### src/rtl/vram_console.sv
// rtl/vram_console.sv - text-mode terminal engine turning a byte stream into VRAM character writes
//
// Ports:
//   MEMORY_CLK           system/memory clock
//   rst_n                asynchronous active-low reset
//   in_valid, in_data    producer byte stream (character or control code)
//   in_ready             high only while IDLE; a byte transfers on in_valid && in_ready
//   v_ada, v_din, v_cea  registered VRAM write port A (10-bit address, byte data, one-cycle enable)
//   scroll_top           physical VRAM row shown as screen row 0 (display adds it mod ROWS)
//   cursor_col           current column, 0..COLS-1
//   cursor_row           current logical row, 0..ROWS-1
module vram_console #(
    parameter int          COLS  = 60,
    parameter int          ROWS  = 17,
    parameter logic [7:0]  BLANK = 8'h20
) (
    input  logic        MEMORY_CLK,
    input  logic        rst_n,
    input  logic        in_valid,
    input  logic [7:0]  in_data,
    output logic        in_ready,
    output logic [9:0]  v_ada,
    output logic [7:0]  v_din,
    output logic        v_cea,
    output logic [4:0]  scroll_top,
    output logic [5:0]  cursor_col,
    output logic [4:0]  cursor_row
);

    localparam logic [9:0] LAST_CELL  = 10'(COLS * ROWS - 1);
    localparam logic [9:0] LAST_COL10 = 10'(COLS - 1);
    localparam logic [5:0] LAST_COL   = 6'(COLS - 1);
    localparam logic [4:0] LAST_ROW   = 5'(ROWS - 1);

    typedef enum logic [1:0] {
        CLEAR_ALL,
        CLEAR_ROW,
        IDLE
    } state_t;

    state_t     state;
    logic [9:0] fill;       // cell index within the current fill
    logic [4:0] clr_row;    // physical row being blanked by CLEAR_ROW

    logic       accept;
    logic       printable;
    logic       wrap;
    logic       newline;
    logic [9:0] row_base;
    logic [9:0] cur_addr;
    logic [9:0] bs_addr;
    logic [4:0] next_top;

    function automatic logic [9:0] row_addr(input logic [4:0] phys_row);
        return 10'(phys_row) * 10'(COLS);
    endfunction

    // Logical row to physical VRAM row; both operands are below ROWS so one
    // conditional subtract is enough.
    function automatic logic [4:0] phys_of(input logic [4:0] top, input logic [4:0] row);
        logic [5:0] sum;
        sum = {1'b0, top} + {1'b0, row};
        if (sum >= 6'(ROWS)) begin
            sum = sum - 6'(ROWS);
        end
        return sum[4:0];
    endfunction

    assign in_ready  = (state == IDLE);
    assign accept    = in_ready && in_valid;
    assign printable = (in_data >= 8'h20);
    assign wrap      = printable && (cursor_col == LAST_COL);
    assign newline   = wrap || (in_data == 8'h0A);
    assign row_base  = row_addr(phys_of(scroll_top, cursor_row));
    assign cur_addr  = row_base + 10'(cursor_col);
    assign bs_addr   = cur_addr - 10'd1;
    assign next_top  = (scroll_top == LAST_ROW) ? 5'd0 : scroll_top + 5'd1;

    always_ff @(posedge MEMORY_CLK or negedge rst_n) begin
        if (!rst_n) begin
            state      <= CLEAR_ALL;
            fill       <= 10'd0;
            clr_row    <= 5'd0;
            v_ada      <= 10'd0;
            v_din      <= 8'd0;
            v_cea      <= 1'b0;
            scroll_top <= 5'd0;
            cursor_col <= 6'd0;
            cursor_row <= 5'd0;
        end else begin
            v_cea <= 1'b0;
            case (state)
                CLEAR_ALL: begin
                    v_cea <= 1'b1;
                    v_ada <= fill;
                    v_din <= BLANK;
                    fill  <= fill + 10'd1;
                    if (fill == LAST_CELL) begin
                        fill  <= 10'd0;
                        state <= IDLE;
                    end
                end
                CLEAR_ROW: begin
                    v_cea <= 1'b1;
                    v_ada <= row_addr(clr_row) + fill;
                    v_din <= BLANK;
                    fill  <= fill + 10'd1;
                    if (fill == LAST_COL10) begin
                        fill  <= 10'd0;
                        state <= IDLE;
                    end
                end
                IDLE: begin
                    if (accept) begin
                        if (printable) begin
                            v_cea      <= 1'b1;
                            v_ada      <= cur_addr;
                            v_din      <= in_data;
                            cursor_col <= wrap ? 6'd0 : cursor_col + 6'd1;
                        end else begin
                            case (in_data)
                                8'h0A, 8'h0D: cursor_col <= 6'd0;
                                8'h08: begin
                                    if (cursor_col != 6'd0) begin
                                        v_cea      <= 1'b1;
                                        v_ada      <= bs_addr;
                                        v_din      <= BLANK;
                                        cursor_col <= cursor_col - 6'd1;
                                    end
                                end
                                8'h0C: begin
                                    scroll_top <= 5'd0;
                                    cursor_col <= 6'd0;
                                    cursor_row <= 5'd0;
                                    fill       <= 10'd0;
                                    state      <= CLEAR_ALL;
                                end
                                default: ;
                            endcase
                        end
                        // The wrapping character is written this cycle; the row
                        // clear targets the old top row, which is never the row
                        // just written.
                        if (newline) begin
                            if (cursor_row == LAST_ROW) begin
                                scroll_top <= next_top;
                                clr_row    <= scroll_top;
                                fill       <= 10'd0;
                                state      <= CLEAR_ROW;
                            end else begin
                                cursor_row <= cursor_row + 5'd1;
                            end
                        end
                    end
                end
                default: state <= CLEAR_ALL;
            endcase
        end
    end

endmodule
### config.mk
export PLATFORM = sky130hd
export DESIGN_NAME = vram_console
export DESIGN_NICKNAME = d
export VERILOG_FILES = /design/src/rtl/vram_console.sv
export SDC_FILE = /design/constraint.sdc
export NUM_CORES = 1
export LEC_CHECK = 0
export BUFFER_PORTS_ARGS = -buffer_cell sky130_fd_sc_hd__buf_4
export CORE_MARGIN = 10
export CORE_UTILIZATION = 40
export DETAILED_ROUTE_END_ITERATION = 10
export SLEW_MARGIN = 20
export SYNTH_ARGS = -nofsm -noshare
export SYNTH_HDL_FRONTEND = slang
export SYNTH_SLANG_ARGS = --single-unit
### constraint.sdc
create_clock -name MEMORY_CLK -period 6.8 [get_ports MEMORY_CLK]
set_input_delay 1.02 -clock MEMORY_CLK [delete_from_list [all_inputs] [get_ports MEMORY_CLK]]
set_output_delay 1.02 -clock MEMORY_CLK [all_outputs]
set_load 0.01 [all_outputs]
Word level (Yosys, flattened, before mapping). Index checks and enable logic that the tools add are counted. W data, S select, Z words.

Bits in registers: 52. Input port bits: 11. Output and inout port bits: 36. Word-level logic and storage cells: 102.

Add/sub/neg operators: 10. $mul: 2. Order comparisons: 2. Equal/unequal tests: 17. Mux-type cells: 45. Reduce and logical (&&, ||, !) cells: 17.

Operators by type and width (count): $mux W10 (11); $pmux W10 S3 (2); $mux W5 (10); $eq A8 B4 Y1 const B (4); $mux W8 (4); $mux W6 (3); $mul A5 B4 Y8 const B (2); $pmux W8 S2 (1); $reduce_and A4 Y1 (4); $mux W2 (7); $pmux W6 S2 (1); $add A10 B1 Y10 const B (1); $add A10 B10 Y10 (1); $add A10 B6 Y10 (1); $add A5 B1 Y5 const B (2); $eq A10 B10 Y1 const B (1); $eq A10 B6 Y1 const B (1); $eq A5 B5 Y1 const B (2); $sub A10 B1 Y10 const B (1); $ge A8 B6 Y1 const B (1); $add A5 B5 Y6 (1); $add A6 B1 Y6 const B (1); $eq A6 B6 Y1 const B (1); $ge A6 B5 Y1 const B (1); 21 further kinds (29).

Depth between registers and ports, before layout.
Word-level depth: 11. Mapped depth: 24. Mapped depth without buffers: 24.

Least setup slack after synthesis. No wires, ideal clock.

Kind: register to register. Start point: register scroll_top[0]. End point: register v_ada[9]. Setup time: 0.086 ns. Arrival: 5.546 ns. Data required time: 6.714 ns. Setup slack: 1.168 ns. Cell stages (with the launch flop): 22. Buffers on the path: 0. Period minus slack after synthesis: 5.632 ns. Path through: dfrtp_1 -> ha_1 -> inv_1 -> fa_1 -> ha_1 -> nand2b_1 -> nor3_1 -> o21ai_1 -> nor3b_1 -> xor2_1 -> fa_1 -> inv_1 -> fa_1 -> inv_1 -> ha_1 -> a21oi_1 -> a21oi_2 -> o21ai_0 -> or2b_2 -> xnor3_2 -> mux2_2 -> a32oi_2.

Longest elaborated chain between the ends: 11. Elaborated cells between the ends (all ways): 12. Those cells by class: add/sub: 4; mul: 1; order compare: 1; mux: 6.

RTL lines: start, declared (line 25) `output logic [4:0] scroll_top,`; start signal, assigned (line 146) `scroll_top <= next_top;`; $add A5 B5 Y6 * (line 62) `sum = {1'b0, top} + {1'b0, row};`; $sub A5 B5 Y5 or $ge A6 B5 Y1 (tied branches) (line 64, 63); $mux W5 * (line 63) `if (sum >= 6'(ROWS)) begin`; $mul A5 B4 Y8 * (line 55) `return 10'(phys_row) * 10'(COLS);`; $add A10 B6 Y10 * (line 75) `assign cur_addr = row_base + 10'(cursor_col);`; $sub A10 B1 Y10 (line 76) `assign bs_addr = cur_addr - 10'd1;`; $mux W10 (line 124) `if (cursor_col != 6'd0) begin`; $mux W10 (line 121) `case (in_data)`; $mux W10 * (line 115) `if (printable) begin`; $mux W10 * (line 114) `if (accept) begin`; $pmux W10 S3 * (line 92) `case (state)`; end signal, assigned (line 95) `v_ada <= fill;`; end signal, assigned (line 117) `v_ada <= cur_addr;`; end signal, assigned (line 126) `v_ada <= bs_addr;`; end, declared (line 22) `output logic [9:0] v_ada,`.

Every way passes the cells marked *; elsewhere a longest branch is shown, timed or not. The select of a mux whose other input is x is not followed. A chain may end at the register's enable or synchronous reset.

Worst setup path in the final report. Ends and elaborated chain as after synthesis.

==> impl_metrics.sql <==
INSERT INTO impl_metrics (metric_group, metric, value, unit) VALUES
('placement', 'portBuffers', '46', ''),
('sta', 'period_needed', '6.12', 'ns'),
('placement', 'detailed_place.area', '0.00534', 'mm²'),
('synthesis', 'muxShareOfSynthArea', '1.81', '%'),
('critical_path', 'worst-r2r-cell-count', '22', ''),
('clock_network', 'cts_repair_resize_count', '0', ''),
('critical_path', 'critical_path_required', '7.02', 'ns'),
('synthesis', 'flop_and_latch_count_out_of_synthesis', '52', ''),
('drt', 'post_drt_via_cell_ratio', '5.67', ''),
('sta', 'final_hold_viol_count', '0', ''),
('grt', 'grt_overflow', '0', ''),
('floorplan', 'die_h', '131', 'µm'),
('sta', 'setup_violations', '0', ''),
('critical_path', 'crit_chain', 'ha_1 -> inv_1 -> fa_1 -> ha_1 -> nand2b_1 -> nor3_1 -> o21ai_1 -> o21ai_0 -> ha_1 -> inv_1 -> xnor2_1 -> fa_1 -> inv_1 -> fa_1 -> ha_1 -> inv_1 -> a2111oi_0 -> a211oi_1 -> o32ai_2 -> nand4_1 -> mux2_2 -> a32oi_2', ''),
('finish', 'finalNetCount', '678', ''),
('critical_path', 'worst_path_class_setup', 'flop to flop', ''),
('synthesis', 'post_synth_num_cell_types', '76', ''),
('placement', 'place.gp.congestion', '0.855', ''),
('synthesis', 'synth_enable_flop_cells', '0', ''),
('floorplan', 'die_width', '131', 'µm'),
('finish', 'area.sequential', '0.00130', 'mm²'),
('placement', 'dpl.cell_count', '743', ''),
('clock_network', 'cts_root_buffer', 'sky130_fd_sc_hd__clkbuf_16', ''),
('critical_path', 'crit_path_start_kind', 'flop', ''),
('finish', 'multi_input_comb_area', '0.00331', 'mm²'),
('grt', 'grt_pass1_wl', '20600', 'µm'),
('sta', 'whs', '0.484', 'ns'),
('critical_path', 'cp_slowest_stage_delay', '0.55', 'ns'),
('critical_path', 'worst-endpoint-arrival', '6.34', 'ns'),
('finish', 'drive_gt1_share', '14.1', '%'),
('sta', 'finalWorstSetupSlack', '0.679', 'ns'),
('floorplan', 'dieArea', '0.0171', 'mm²'),
('sta', 'tightestPinTransition', '1.00', 'ns'),
('synthesis', 'cells_after_synthesis', '567', ''),
('flow_run', 'max_cap_violations', '0', ''),
('sta', 'timing.final.crit_share', '90.0', '%'),
('sta', 'grt_setup_unrepaired', 'no', ''),
('pwr', 'power_density', '447', 'mW/mm²'),
('pwr', 'switchingPower', '1.17', 'mW'),
('placement', 'dp_hpwl', '9460', 'µm'),
('synthesis', 'combinational_family_with_the_most_area_after_synthesis', 'compound AO/OA/AOI/OAI gates', ''),
('sta', 'skew', '0.0106', 'ns'),
('clock_network', 'clock_sinks', '52', ''),
('drt', 'wire_per_inst', '16.4', 'µm'),
('drt', 'drt_drc_violations_left', '0', ''),
('drt', 'postRouteAntennaNets', '0', ''),
('pwr', 'seqPwrFrac', '20.5', '%'),
('synthesis', 'yosys.area_share.xor_xnor', '6.37', '%'),
('pwr', 'sw_frac_of_total', '47.8', '%'),
('synthesis', 'syn_nets', '642', ''),
('sta', 'relative_slew_slack', '32.9', '%'),
('drt', 'route.vias.total', '4261', ''),
('pwr', 'totalPowerFinal', '2.45', 'mW'),
('synthesis', 'ys_warnings', '0', ''),
('grt', 'grt_antenna_before_repair', '0', ''),
('status', 'run_status', 'finished, final reports clean', ''),
('finish', 'finish.cell_count_without_fillers', '751', ''),
('critical_path', 'worstSetupEndpointType', 'flop', ''),
('floorplan', 'floorplan.core_area', '0.0120', 'mm²'),
('finish', 'layout-area-overhead-vs-synth', '11.8', '%'),
('finish', 'fillers', '1171', ''),
('clock_network', 'cts_max_level', '2', ''),
('hold_path', 'number_of_cells_on_the_worst_hold_path', '2', ''),
('synthesis', 'ys.flop_type', 'sky130_fd_sc_hd__dfrtp_1', ''),
('synthesis', 'synth_simple_gate_area_share', '18.8', '%'),
('drt', 'postRouteWirelength', '12400', 'µm'),
('sta', 'max_fclk', '163', 'MHz'),
('critical_path', 'worstPathMaxFanout', '9', ''),
('clock_network', 'clk-insertion-delay-late', '0.31', 'ns'),
('clock_network', 'cts_tree', 'done', ''),
('placement', 'dp_slack', '0.758', 'ns');
==> cell usage in the layout (no fill, tap or decap), drive strengths merged, types with 3 or more instances in the layout <==
| master | n |
|---|---|
| or3 | 4 |
| nor3 | 9 |
| nor2 | 42 |
| xnor2 | 25 |
| dfrtp | 52 |
| o31ai | 10 |
| nor3b | 4 |
| a211oi | 6 |
| buf | 48 |
| a21o | 11 |
| mux2 | 5 |
| a31oi | 6 |
| fa | 16 |
| ha | 48 |
| o21bai | 3 |
| o21a | 3 |
| nand4 | 11 |
| and3 | 6 |
| o22ai | 3 |
| nand2 | 55 |
| nand3 | 16 |
| a21oi | 31 |
| o21ai | 55 |
| nand2b | 12 |
| and2 | 3 |
| clkbuf | 5 |
| nor2b | 7 |
| a221oi | 8 |
| inv | 51 |
| xor2 | 8 |
==> worst max-delay path, delay by kind of cell, from the launching register on <==
family          cells  cell delay [ns]
fa+ha+maj           7             2.61
compound gates      6             1.82
flops               1             0.50
simple gates        3             0.33
buf+inv             4             0.32
mux                 1             0.30
xor+xnor            1             0.16
==> cell type report <==
cell class / instances / share of cell area, %
timing repair buffer: 48 / 6.56
clock buffer: 5 / 2.28
inverter: 50 / 3.42
tap: 147 / 3.35
multi-input combinational: 446 / 60.2
clock inverter: 3 / 0.456
sequential: 52 / 23.7
==> Yosys cell counts, drive strengths merged, types with 3 or more instances <==
master  count  area share [%]
a21o       11             1.7
mux2        5             1.1
o31ai      10             1.5
a21oi      31             3.3
inv        49             3.7
buf         3            0.36
clkbuf     16             2.0
or3         4            0.54
and2        3            0.41
a31oi       6            0.76
xor2        8             1.4
nor3        9            0.92
a221oi      8             1.4
nor3b       4            0.61
o21a        3            0.46
a211oi      6             1.0
fa         16             6.5
nand4      11             1.5
xnor2      25             4.5
ha         48              12
nand2b     12             1.5
o21bai      3            0.46
nand3      16             1.6
o22ai       3            0.38
nor2       42             3.2
o21ai      55             5.6
dfrtp      52              26
nor2b       7            0.89
nand2      55             4.2
and3        6            0.82
==> flip-flops by register name (all words and copies together) (netlist names) <==
signal      count
v_cea           1
cursor_col      6
cursor_row      5
v_din           8
clr_row         5
scroll_top      5
v_ada          10
state           2
fill           10
==> logic make-up after synthesis <==
group | Yosys count
AO/OA/AOI/OAI | 160
XOR/XNOR | 34
adder cells (fa/ha/maj) | 64
buffers and inverters | 69
flip-flops | 52
multiplexers | 7
AND/OR/NAND/NOR | 181
==> final timing paths <==
kind,start,to,slack [ns]
min in group asynchronous,rst_n,cursor_col[5],0.73
max,scroll_top[0],v_ada[9],0.68
min,v_din[7],v_din[7],0.48
max in group asynchronous,rst_n,scroll_top[0],5.58
min reg2reg,v_din[7],v_din[7],0.48
max reg2reg,scroll_top[0],v_ada[9],0.68
==> routing by layer <==
metal | wire, µm | track usage, %
met4 | 197 | 4.19
met3 | 755 | 3.10
met5 | 0 | 0
met2 | 5500 | 22.7
met1 | 5900 | 20.4
==> power by group through the flow <==
stage          logic (mW)  clock network (mW)  registers (mW)
3_5_place_dp         1.68                   0           0.509
2_1_floorplan        1.26                   0           0.502
5_1_grt              1.89               0.290           0.521
3_3_place_gp         1.66                   0           0.504
4_1_cts              1.69               0.276           0.503
6_report             1.68               0.270           0.503
Power figures use the tool's default switching activity.
